`src/rtl/skolem_pkg.sv`:
```
// Shared types and constants for the Skolem sweep controller and its candidate counter.
package skolem_pkg;

    typedef enum logic [1:0] {
        StIdle = 2'd0,
        StEval = 2'd1,
        StDone = 2'd2
    } state_e;

    localparam logic MODE_WITNESS = 1'b0;
    localparam logic MODE_REALIZE = 1'b1;

    // One extra bit so a full 2^(NX+NI) sweep count never overflows.
    function automatic int unsigned tried_width(int unsigned nx, int unsigned ni);
        return nx + ni + 1;
    endfunction

endpackage

```
`src/rtl/skolem_cand_counter.sv`:
```
// Nested (cand_x, cand_i) candidate counter; i is the inner digit and resets when x advances.
module skolem_cand_counter #(
    parameter int unsigned NX = 4,
    parameter int unsigned NI = 9
) (
    input  logic          clk,
    input  logic          rst_n,
    input  logic          load,
    input  logic [NX-1:0] load_x,
    input  logic          en,
    input  logic          x_step,
    output logic [NX-1:0] cand_x,
    output logic [NI-1:0] cand_i,
    output logic          i_last,
    output logic          x_last
);

    assign i_last = &cand_i;
    assign x_last = &cand_x;

    always_ff @(posedge clk or negedge rst_n) begin
        if (!rst_n) begin
            cand_x <= '0;
            cand_i <= '0;
        end else if (load) begin
            cand_x <= load_x;
            cand_i <= '0;
        end else if (en) begin
            // Saturate rather than wrap; the controller never asks past all-ones.
            if (x_step) begin
                if (!x_last) begin
                    cand_x <= cand_x + NX'(1);
                    cand_i <= '0;
                end
            end else if (!i_last) begin
                cand_i <= cand_i + NI'(1);
            end
        end
    end

endmodule

```
`src/rtl/skolem_sweep_ctrl.sv`:
```
// Sequencer that walks candidate (x, i) assignments through a Skolem formula instance.
module skolem_sweep_ctrl
    import skolem_pkg::*;
#(
    parameter int unsigned NX       = 4,
    parameter int unsigned NI       = 9,
    parameter int unsigned EVAL_LAT = 0
) (
    input  logic                             clk,
    input  logic                             rst_n,
    input  logic                             start,
    input  logic                             mode,
    input  logic [NX-1:0]                    x_in,
    input  logic                             abort,
    output logic [NX-1:0]                    cand_x,
    output logic [NI-1:0]                    cand_i,
    input  logic                             fm_out,
    output logic                             busy,
    output logic                             done,
    output logic                             found,
    output logic [NI-1:0]                    witness,
    output logic [NX-1:0]                    fail_x,
    output logic [tried_width(NX, NI)-1:0]   tried
);

    localparam int unsigned TW = tried_width(NX, NI);
    localparam int unsigned WW = (EVAL_LAT > 0) ? $clog2(EVAL_LAT + 1) : 1;
    localparam logic [WW-1:0] WAIT_LAST = WW'(EVAL_LAT);

    state_e        state;
    logic          mode_q;
    logic [WW-1:0] wait_cnt;
    logic          i_last;
    logic          x_last;
    logic          sample;
    logic          cnt_load;
    logic          cnt_en;
    logic          cnt_x_step;
    logic [NX-1:0] load_x;

    always_comb begin
        cnt_load   = (state == StIdle) && start && !abort;
        load_x     = (mode == MODE_REALIZE) ? '0 : x_in;
        sample     = (state == StEval) && !abort && (wait_cnt == WAIT_LAST);
        cnt_en     = 1'b0;
        cnt_x_step = 1'b0;
        if (sample) begin
            if ((mode_q == MODE_REALIZE) && fm_out && !x_last) begin
                cnt_en     = 1'b1;
                cnt_x_step = 1'b1;
            end else if (!fm_out && !i_last) begin
                cnt_en = 1'b1;
            end
        end
    end

    skolem_cand_counter #(
        .NX(NX),
        .NI(NI)
    ) u_cand_counter (
        .clk    (clk),
        .rst_n  (rst_n),
        .load   (cnt_load),
        .load_x (load_x),
        .en     (cnt_en),
        .x_step (cnt_x_step),
        .cand_x (cand_x),
        .cand_i (cand_i),
        .i_last (i_last),
        .x_last (x_last)
    );

    always_ff @(posedge clk or negedge rst_n) begin
        if (!rst_n) begin
            state    <= StIdle;
            mode_q   <= MODE_WITNESS;
            wait_cnt <= '0;
            busy     <= 1'b0;
            done     <= 1'b0;
            found    <= 1'b0;
            witness  <= '0;
            fail_x   <= '0;
            tried    <= '0;
        end else begin
            done <= 1'b0;
            unique case (state)
                StIdle: begin
                    if (start && !abort) begin
                        mode_q   <= mode;
                        wait_cnt <= '0;
                        found    <= 1'b0;
                        witness  <= '0;
                        fail_x   <= '0;
                        tried    <= '0;
                        busy     <= 1'b1;
                        state    <= StEval;
                    end
                end
                StEval: begin
                    if (abort) begin
                        // Partial tried count is kept for inspection.
                        state    <= StIdle;
                        busy     <= 1'b0;
                        wait_cnt <= '0;
                        found    <= 1'b0;
                        witness  <= '0;
                        fail_x   <= '0;
                    end else if (wait_cnt != WAIT_LAST) begin
                        wait_cnt <= wait_cnt + WW'(1);
                    end else begin
                        wait_cnt <= '0;
                        tried    <= tried + TW'(1);
                        if (mode_q == MODE_WITNESS) begin
                            if (fm_out) begin
                                witness <= cand_i;
                                found   <= 1'b1;
                                state   <= StDone;
                                busy    <= 1'b0;
                                done    <= 1'b1;
                            end else if (i_last) begin
                                witness <= '0;
                                found   <= 1'b0;
                                state   <= StDone;
                                busy    <= 1'b0;
                                done    <= 1'b1;
                            end
                        end else begin
                            if (fm_out) begin
                                witness <= cand_i;
                                if (x_last) begin
                                    found <= 1'b1;
                                    state <= StDone;
                                    busy  <= 1'b0;
                                    done  <= 1'b1;
                                end
                            end else if (i_last) begin
                                fail_x <= cand_x;
                                found  <= 1'b0;
                                state  <= StDone;
                                busy   <= 1'b0;
                                done   <= 1'b1;
                            end
                        end
                    end
                end
                StDone: state <= StIdle;
                default: state <= StIdle;
            endcase
        end
    end

endmodule

```
`config.mk`:
```
export PLATFORM = sky130hd
export DESIGN_NAME = skolem_sweep_ctrl
export DESIGN_NICKNAME = d
export VERILOG_FILES = /design/src/rtl/skolem_pkg.sv /design/src/rtl/skolem_cand_counter.sv /design/src/rtl/skolem_sweep_ctrl.sv
export SDC_FILE = /design/constraint.sdc
export NUM_CORES = 1
export LEC_CHECK = 0
export BUFFER_PORTS_ARGS = -buffer_cell sky130_fd_sc_hd__clkbuf_2
export CAP_MARGIN = 10
export CORE_ASPECT_RATIO = 0.8
export CORE_MARGIN = 2
export CORE_UTILIZATION = 35
export DETAILED_ROUTE_END_ITERATION = 8
export SYNTH_ARGS = -nofsm -noshare
export SYNTH_HDL_FRONTEND = slang
export SYNTH_HIERARCHICAL = 1
export SYNTH_SLANG_ARGS = --single-unit
```
`constraint.sdc`:
```
create_clock -name clk -period 3.2 [get_ports clk]
set_clock_uncertainty 0.1 [all_clocks]
set_input_delay 0.32 -clock clk [delete_from_list [all_inputs] [get_ports clk]]
set_output_delay 0.32 -clock clk [all_outputs]
set_load 0.005 [all_outputs]
```
==> results of run 1 <==
cell families (layout without fill, tap and decap cells):
group,Yosys count,after routing
multiplexers,6,6
XOR/XNOR,6,6
flip-flops,46,46
buffers and inverters,30,87
AND/OR/NAND/NOR,97,97
adder cells (fa/ha/maj),4,4
AO/OA/AOI/OAI,59,59
per-stage QoR:
step | worst slack (ns) | hold WS, ns | area, um2
after detailed placement | 0.180 | 0.311 | 2770
after global placement | 0.364 | 0.304 | 2770
after CTS | 0.158 | 0.201 | 2860
after floorplan | 0.583 | -0.0756 | 2410
after global routing | 0.0662 | 0.207 | 2870
final | 0.287 | 0.202 | 2870
layout make-up:
type,count,area (um2),share of cell area
repair buffers,60,323,0.112
clock inverters,2,13.8,0.00479
inverters,19,71.3,0.0248
flip-flops and latches,46,1150,0.401
multi-input cells,172,1130,0.394
well taps,87,109,0.0379
clock buffers,6,72.6,0.0253
cells in the mapped netlist, drive strengths merged (2+ instances only):
| library cell | number |
|---|---|
| xor2 | 3 |
| nand3 | 9 |
| nor3b | 3 |
| buf | 5 |
| o21ai | 20 |
| xnor2 | 3 |
| a221o | 2 |
| nor4 | 3 |
| and3 | 3 |
| nor4b | 2 |
| ha | 4 |
| dfrtp | 46 |
| nand4 | 15 |
| clkbuf | 6 |
| o21ba | 2 |
| nor3 | 2 |
| a21o | 2 |
| nand2 | 22 |
| nor2 | 15 |
| mux2 | 2 |
| or3 | 4 |
| nand3b | 2 |
| a21oi | 9 |
| o21a | 2 |
| or2 | 2 |
| a31oi | 6 |
| nor2b | 5 |
| mux2i | 4 |
| and2b | 2 |
| o211a | 3 |
| o31ai | 3 |
| a22o | 2 |
| inv | 19 |
| or4 | 4 |
| a41oi | 2 |
power by group:
part	switching [mW]	internal, mW	leakage (nW)
Sequential	0.0480	0.614	0.630
Clock	0.199	0.154	0.0452
Combinational	0.106	0.0783	0.688
Total	0.353	0.847	1.36
registers in the layout (all words and copies together) (netlist names):
register               cells
fail_x                     4
found                      1
state                      2
busy                       1
u_cand_counter/cand_i      9
mode_q                     1
tried                     14
u_cand_counter/cand_x      4
done                       1
witness                    9
critical path: stages (launching register included):
cell	delay, ns
dfrtp_1	0.48
ha_1	0.25
nand3_1	0.17
nor3_1	0.25
ha_2	0.29
o21ai_0	0.17
and2_1	0.30
nor4b_4	0.17
buf_4	0.16
and2b_1	0.17
a221o_1	0.29
timing repair:
item	in CTS	in global routing
hold buffers	1	0
resized for setup	0	1
endpoints found under the hold margin	26	0
endpoints found under the setup margin	0	2
setup buffers	0	1
worst paths after layout:
| check | startpoint | end | depth (start not counted) |
|---|---|---|---|
| setup reg to reg | u_cand_counter/cand_i[0] | u_cand_counter/cand_i[5] | 10 |
| hold / removal | mode | mode_q | 3 |
| setup / recovery | u_cand_counter/cand_i[0] | u_cand_counter/cand_i[5] | 10 |
| hold reg to reg | busy | busy | 1 |
| max in group asynchronous | rst_n | u_cand_counter/cand_i[8] | 3 |
| min in group asynchronous | rst_n | tried[5] | 2 |
per-layer routing:
| metal | wire (um) | track usage | vias to the layer above | share of wire |
|---|---|---|---|---|
| met5 | 0 | 0 | - | 0 |
| met4 | 51 | 0.0408 | 0 | 0.0089 |
| met3 | 277 | 0.0401 | 7 | 0.048 |
| met2 | 2440 | 0.228 | 57 | 0.42 |
| met1 | 2980 | 0.224 | 973 | 0.52 |
| li1 | - | - | 1015 | - |
==> flow_metrics.py, run 1 <==
metrics = {
    "logic_synthesis": {
        "synth.net_count": 262,
        "synth_edf_count": 0,
        "synthMuxAreaShare": 0.0275,
        "synth_xor_area_frac": 0.0218,
        "synth_simple_gate_area_frac": 0.230,
        "ys_top_cells_by_area": "dfrtp_1, nand4_1, o21ai_0, nand2_1, inv_1",
        "synth.top_cell.area_share": 0.477,
        "synthAdderAreaFrac": 0.0207,
        "synth_top_family_by_area": "simple AND/OR/NAND/NOR gates",
        "synth_top_cell_by_area": "dfrtp_1",
        "ys_types": 56,
        "syn_area_mm2": 0.00241,
        "synth_compound_area_frac": 0.164,
        "ys_seq_area_frac": 0.477,
        "synthArstFlopShare": 1.00,
        "yosysWarningCount": 6,
        "syn_avg_cell_area_um2": 9.73,
        "syn_inst": 248,
        "synth_ff_type": "dfrtp_1",
        "ys_seq_elements": 46,
    },
    "detailed_routing": {
        "dr.pass1.iters": 4,
        "drc_errors": 0,
        "totalWireLength_um": 5750,
        "wl_per_cell_um": 14.7,
        "vias": 2052,
        "drtAntennaViolNets": 0,
        "via_per_inst": 5.23,
        "drt-initial-drc-count": 115,
    },
    "worst_setup_path": {
        "worst_ep_required_time_ns": 3.28,
        "r2r_slack_ns": 0.29,
        "criticalPathCategory": "reg -> reg",
        "end_kind": "flop",
        "arrival_ns": 2.99,
        "cp-start-kind": "flop",
        "path_max_fanout": 9,
    },
    "power": {
        "power_mw": 1.20,
        "leakage_nw": 1.36,
        "irDropWorstVdd_mv": 0.159,
        "power.density_mw_per_mm2": 417,
    },
    "sta": {
        "hold_viol": 0,
        "finalCritPeriodShare": 0.910,
        "fmax_ghz": 0.343,
        "final.setup.tns_ns": 0,
        "worstMarginPinSlew_ns": 0.715,
        "rsz0062_at_grt": "false",
        "period_needed_ns": 2.91,
        "maxSlewViolCount": 0,
        "relSlewSlack": 0.524,
        "setup_viol": 0,
    },
    "floorplanning": {
        "core_area_mm2": 0.00679,
        "rows": 27,
        "chipWidth_um": 96.8,
        "die_h_um": 78.3,
        "initial_utilization": 0.355,
        "die_area_mm2": 0.00758,
        "io_pins": 53,
    },
    "cts": {
        "clk_path_buf_depth": 2,
        "h-tree-depth": 2,
        "cts_tree": "built",
        "clkTransAtPathRegs_ns": 0.09,
        "clock_sinks": 46,
        "clk_latency_ns": 0.30,
        "cts_buffers": 5,
        "cts_root_buffer": "clkbuf_8",
    },
    "layout": {
        "antennaDiodeCount": 0,
        "fill_cells": 654,
        "final_cell_mix": "clkbuf_2, dfrtp_1, nand2_1",
        "instances_no_fill": 392,
        "final_util": 0.423,
        "nNetsFinal": 318,
        "final_layout_size_suffix_gt1_frac": 0.259,
        "final_common_cell": "clkbuf_2",
        "area_delta_synth_final_pct": 19.1,
    },
    "placed_design": {
        "dp_cells": 382,
        "globalplace.congestion": 0.827,
        "place_hpwl_um": 4230,
        "io_buffers": 52,
    },
    "run_status": {
        "status": "complete, no violations",
    },
    "global_routing": {
        "grt_overflow": 0,
        "track_usage": 0.154,
        "grt_max_degree": 28,
        "grt_pass1_wl_um": 9550,
        "first_global_vias": 1947,
        "grt_antenna_before_repair": 0,
    },
    "worst_hold_path": {
        "hp-class": "in -> reg",
    },
    "flow_run": {
        "drv_cap": 0,
    },
}
(Power assumes the default switching activity.)
==> run 2, diff against run 1 <==
- CORE_MARGIN: 2 -> 10
- SLEW_MARGIN: default -> 30
==> run 2 against run 1 <==
Net effect: combinational power rose by 2%; wire length is 7.6% higher; maximum frequency down 2.3%; sequential share of layout area decreased by 0.52 points; first-iteration DRC count is 23% lower; final cell count shrank 0.77%; design area rose by 1.3%; die area rose by 40%; via count down 0.34%; critical path depth unchanged; non-clock buffer count is the same; global-route usage shrank 3.3 points; largest power group unchanged.
==> flow_metrics.py, run 2 (synthesis results as in run 1) <==
metrics = {
    "run_status": {
        "status": "complete, no violations",
    },
    "layout": {
        "largest_register_ffs": 14,
        "final_area_mm2": 0.00291,
        "multiInputGateArea_mm2": 0.00113,
        "top_register": "tried",
        "instances_no_fill": 389,
        "final_cell_mix": "clkbuf_2, dfrtp_1, nand2_1",
        "antennaDiodeCount": 0,
        "area_delta_synth_final_pct": 20.7,
        "fill_cells": 672,
        "final_common_cell": "clkbuf_2",
        "final_layout_size_suffix_gt1_frac": 0.259,
        "nNetsFinal": 318,
        "seq_area_mm2": 0.00115,
        "reg_top3": "tried (14), u_cand_counter/cand_i (9), witness (9)",
    },
    "power": {
        "power_mw": 1.28,
        "irDropWorstVdd_mv": 0.215,
        "leakage_nw": 1.38,
        "power.density_mw_per_mm2": 441,
    },
    "worst_hold_path": {
        "hold_path_startpoint": "mode",
        "hp-class": "in -> reg",
    },
    "sta": {
        "period_needed_ns": 2.98,
        "setup_ws_ns": 0.219,
        "finalCritPeriodShare": 0.932,
        "worstMarginPinSlew_ns": 0.861,
        "hold_viol": 0,
        "rsz0062_at_grt": "false",
        "final.setup.tns_ns": 0,
        "maxSlewViolCount": 0,
        "setup_viol": 0,
        "fmax_ghz": 0.335,
        "relSlewSlack": 0.423,
    },
    "detailed_routing": {
        "vias": 2045,
        "dr_wl_met2_um": 2570,
        "drtAntennaViolNets": 0,
        "drt-met1-wl_um": 3090,
        "dr.pass1.iters": 4,
        "wl_met3_um": 478,
        "drt-initial-drc-count": 88,
        "top_layer": "met4",
        "via_per_inst": 5.26,
        "wl_per_cell_um": 15.9,
        "drc_errors": 0,
        "totalWireLength_um": 6190,
    },
    "placed_design": {
        "place_ws_ns": 0.225,
        "globalplace.congestion": 0.803,
        "place_hpwl_um": 4570,
        "io_buffers": 52,
        "place_area_mm2": 0.00276,
        "dp_cells": 378,
    },
    "cts": {
        "cts_tree": "built",
        "clk_latency_ns": 0.30,
        "h-tree-depth": 2,
        "cts_buffers": 5,
        "cts_root_buffer": "clkbuf_8",
        "clock_sinks": 46,
        "clkTransAtPathRegs_ns": 0.08,
        "clk_path_buf_depth": 2,
    },
    "worst_setup_path": {
        "end_kind": "flop",
        "criticalPathCategory": "reg -> reg",
        "crit_buf_inv": 1,
        "arrival_ns": 3.07,
        "cpPeakStageDelay_ns": 0.47,
        "worst_ep_required_time_ns": 3.28,
        "crit_family": "simple AND/OR/NAND/NOR gates",
        "crit_slowest_cell": "dfrtp_1",
        "cp-start-kind": "flop",
        "timing.rr.start": "u_cand_counter/cand_i[0]",
        "path_max_fanout": 9,
        "path_cells": "ha_1 -> nand3_1 -> nor3_1 -> ha_2 -> o21ai_0 -> and2_2 -> nor4b_4 -> buf_4 -> and2b_1 -> a221o_1",
        "crit_start": "u_cand_counter/cand_i[0]",
    },
    "floorplanning": {
        "die_h_um": 94.3,
        "initial_utilization": 0.369,
        "rows": 26,
        "die_area_mm2": 0.0106,
        "io_pins": 53,
        "chipWidth_um": 113,
        "core_area_mm2": 0.00654,
    },
    "global_routing": {
        "grt_max_degree": 32,
        "grt_pass1_wl_um": 10700,
        "first_global_vias": 2071,
        "grt_antenna_before_repair": 0,
        "track_usage": 0.122,
        "grt_overflow": 0,
    },
    "flow_run": {
        "drv_cap": 0,
    },
}
run 2: final timing paths:
| check | endpoint | slack (ns) | cells after the start |
|---|---|---|---|
| setup / recovery | u_cand_counter/cand_i[5] | 0.22 | 10 |
| hold / removal | mode_q | 0.22 | 3 |
| setup reg to reg | u_cand_counter/cand_i[5] | 0.22 | 10 |
| hold reg to reg | busy | 0.40 | 1 |
| max in group asynchronous | tried[6] | 1.97 | 4 |
| min in group asynchronous | fail_x[1] | 0.33 | 2 |
run 2: where the power goes:
| group | switching [mW] | internal (mW) |
|---|---|---|
| sequential | 0.0468 | 0.614 |
| combinational | 0.108 | 0.0803 |
| clock | 0.199 | 0.234 |
run 2: timing repair:
| item | in CTS | in global routing |
|---|---|---|
| resized for setup | 0 | 2 |
| setup endpoints to repair | 0 | 6 |
| hold buffers | 0 | 1 |
| hold endpoints to repair | 0 | 8 |
| setup buffers | 0 | 1 |
run 2: layer usage:
metal | global-route usage | vias to the layer above
met3 | 0.0511 | 5
li1 | - | 1011
met2 | 0.173 | 51
met5 | 0 | -
met1 | 0.162 | 978
met4 | 0.0380 | 0
run 2: final cells by class:
type	count	area share
tap	84	0.0361
clock inverter	1	0.0103
multi-input combinational	172	0.390
inverter	19	0.0245
timing repair buffer	60	0.118
clock buffer	7	0.0262
sequential	46	0.395
run 2: tightest hold or removal path: cells and delay by family:
kind	cells	cell delay, ns
and+or+nand+nor	1	0.06
AOI/OAI and AO/OA	1	0.07
buffers and inverters	1	0.13
run 2: through the flow:
step,utilization,hold WS (ns)
after floorplan,-,-0.0756
after global placement,0.422,0.363
after detailed placement,0.422,0.372
after CTS,0.438,0.0341
after global routing,0.445,0.241
final,0.445,0.218
==> run 3, diff against run 2 <==
- CELL_PAD_IN_SITES_DETAIL_PLACEMENT: default -> 1
- CELL_PAD_IN_SITES_GLOBAL_PLACEMENT: default -> 2
- CORE_UTILIZATION: 35 -> 33
- PLACE_DENSITY_LB_ADDON: default -> 0.1
==> run 3 against run 2 <==
Net effect: the flow now finishes with violations (hold timing); worst setup slack gained 0.068 ns; clock power shrank 4.8%; non-clock buffer count shrank 2; sequential power is essentially flat; critical endpoint is now u_cand_counter/cand_i[7].
==> flow_metrics.py, run 3 (synthesis results as in run 1) <==
metrics = {
    "run_status": {
        "status": "complete, but fails checks",
        "violations": "hold timing",
    },
    "placed_design": {
        "globalplace.congestion": 0.740,
        "place_hpwl_um": 5200,
        "io_buffers": 52,
    },
    "cts": {
        "cts_tree": "built",
        "clk_path_buf_depth": 2,
        "ctsHoldBuffers": 0,
        "clock_sinks": 46,
        "cts_root_buffer": "clkbuf_8",
        "clk_latency_ns": 0.29,
        "clkTransAtPathRegs_ns": 0.09,
        "cts_buffers": 5,
        "h-tree-depth": 2,
    },
    "worst_setup_path": {
        "crit_slowest_cell": "dfrtp_1",
        "cpPeakStageDelay_ns": 0.49,
        "criticalPathCategory": "reg -> reg",
        "arrival_ns": 2.99,
        "path_max_fanout": 9,
        "path_cells": "ha_1 -> nand3_1 -> nor3_2 -> ha_2 -> o21ai_1 -> and2_1 -> nor4b_4 -> buf_4 -> and2b_1 -> a221o_1",
        "cp-start-kind": "flop",
        "end_kind": "flop",
        "worst_ep_required_time_ns": 3.28,
    },
    "detailed_routing": {
        "drt-initial-drc-count": 86,
        "vias": 2054,
        "drtAntennaViolNets": 0,
        "totalWireLength_um": 6880,
        "dr.pass1.iters": 4,
        "via_per_inst": 5.27,
        "wl_per_cell_um": 17.6,
        "drc_errors": 0,
    },
    "layout": {
        "final_util": 0.413,
        "fill_cells": 835,
        "area_delta_synth_final_pct": 19.6,
        "reg_top3": "tried (14), u_cand_counter/cand_i (9), witness (9)",
        "top_register": "tried",
        "final_common_cell": "clkbuf_2",
        "largest_register_ffs": 14,
        "seq_area_mm2": 0.00115,
        "final_cell_mix": "clkbuf_2, dfrtp_1, nand2_1",
        "multiInputGateArea_mm2": 0.00114,
        "antennaDiodeCount": 0,
        "nNetsFinal": 316,
        "final_layout_size_suffix_gt1_frac": 0.264,
    },
    "sta": {
        "finalCritPeriodShare": 0.910,
        "relSlewSlack": 0.449,
        "fmax_ghz": 0.343,
        "worstMarginPinSlew_ns": 0.826,
        "period_needed_ns": 2.91,
        "hold_viol": 1,
        "final.setup.tns_ns": 0,
        "setup_viol": 0,
        "maxSlewViolCount": 0,
        "rsz0062_at_grt": "false",
        "hold_ws_ns": -0.00286,
    },
    "power": {
        "leakage_nw": 1.37,
        "power.density_mw_per_mm2": 438,
        "irDropWorstVdd_mv": 0.150,
    },
    "global_routing": {
        "grt_max_degree": 31,
        "track_usage": 0.126,
        "grt_overflow": 0,
        "first_global_vias": 2113,
        "grt_antenna_before_repair": 0,
        "grt_pass1_wl_um": 11300,
    },
    "floorplanning": {
        "io_pins": 53,
        "chipWidth_um": 116,
        "core_area_mm2": 0.00699,
        "initial_utilization": 0.345,
        "rows": 27,
        "die_h_um": 96.5,
        "die_area_mm2": 0.0112,
    },
    "flow_run": {
        "drv_cap": 0,
    },
    "worst_hold_path": {
        "hp-class": "in -> async",
    },
}
## run 3: final timing paths
path                                           from                       end  slack [ns]  cells past startpoint
max in group asynchronous                     rst_n                  tried[4]        2.25                      2
min                                           rst_n                 tried[10]      -0.003                      1
min reg2reg                                    busy                      busy        0.40                      1
max reg2reg                u_cand_counter/cand_i[1]  u_cand_counter/cand_i[7]        0.29                     10
min in group clk                               mode                    mode_q        0.23                      3
max                        u_cand_counter/cand_i[1]  u_cand_counter/cand_i[7]        0.29                     10
## run 3: area by class of cell
| cell class | instances | share of cell area |
|---|---|---|
| Multi-Input combinational cell | 172 | 0.395 |
| Timing Repair Buffer | 58 | 0.106 |
| Inverter | 19 | 0.0247 |
| Clock buffer | 8 | 0.0382 |
| Tap cell | 87 | 0.0377 |
| Sequential cell | 46 | 0.399 |
## run 3: timing repair
| action | in CTS | in global routing |
|---|---|---|
| buffers inserted | 0 | 1 |
| gates resized for setup | 0 | 3 |
| setup endpoints to repair | 0 | 7 |
## run 3: critical path, delay by kind of cell, from the launching register on
family	cells	cell delay, ns
DFF	1	0.49
AOI/OAI and AO/OA	2	0.42
adders and majority gates	2	0.55
and+or+nand+nor	5	1.06
buffers and inverters	1	0.16
## run 3: routing by layer
metal / up-vias / routed length [um] / global-route usage
met5: - / 0 / 0
met4: 0 / 30 / 0.0316
met3: 2 / 365 / 0.0364
met2: 36 / 3210 / 0.201
met1: 1009 / 3280 / 0.166
li1: 1007 / - / -
## run 3: metrics by stage
step | hold WS [ns] | instances | instance area [um2] | setup WS [ns] | total power, mW
4_1_cts | 0.0318 | 389 | 2870 | 0.0531 | 1.29
2_1_floorplan | -0.0756 | 248 | 2410 | 0.583 | 0.768
3_5_place_dp | 0.357 | 381 | 2760 | 0.112 | 0.867
3_3_place_gp | 0.355 | 381 | 2760 | 0.255 | 0.862
6_report | -0.00286 | 390 | 2890 | 0.287 | 1.26
5_1_grt | 0.0549 | 390 | 2890 | 0.0599 | 1.34
## run 3: report_power, final
| group | internal, mW | total [mW] | switching (mW) | leakage [nW] |
|---|---|---|---|---|
| sequential | 0.614 | 0.664 | 0.0501 | 0.630 |
| clock | 0.218 | 0.412 | 0.193 | 0.0575 |
| combinational | 0.0766 | 0.188 | 0.112 | 0.679 |
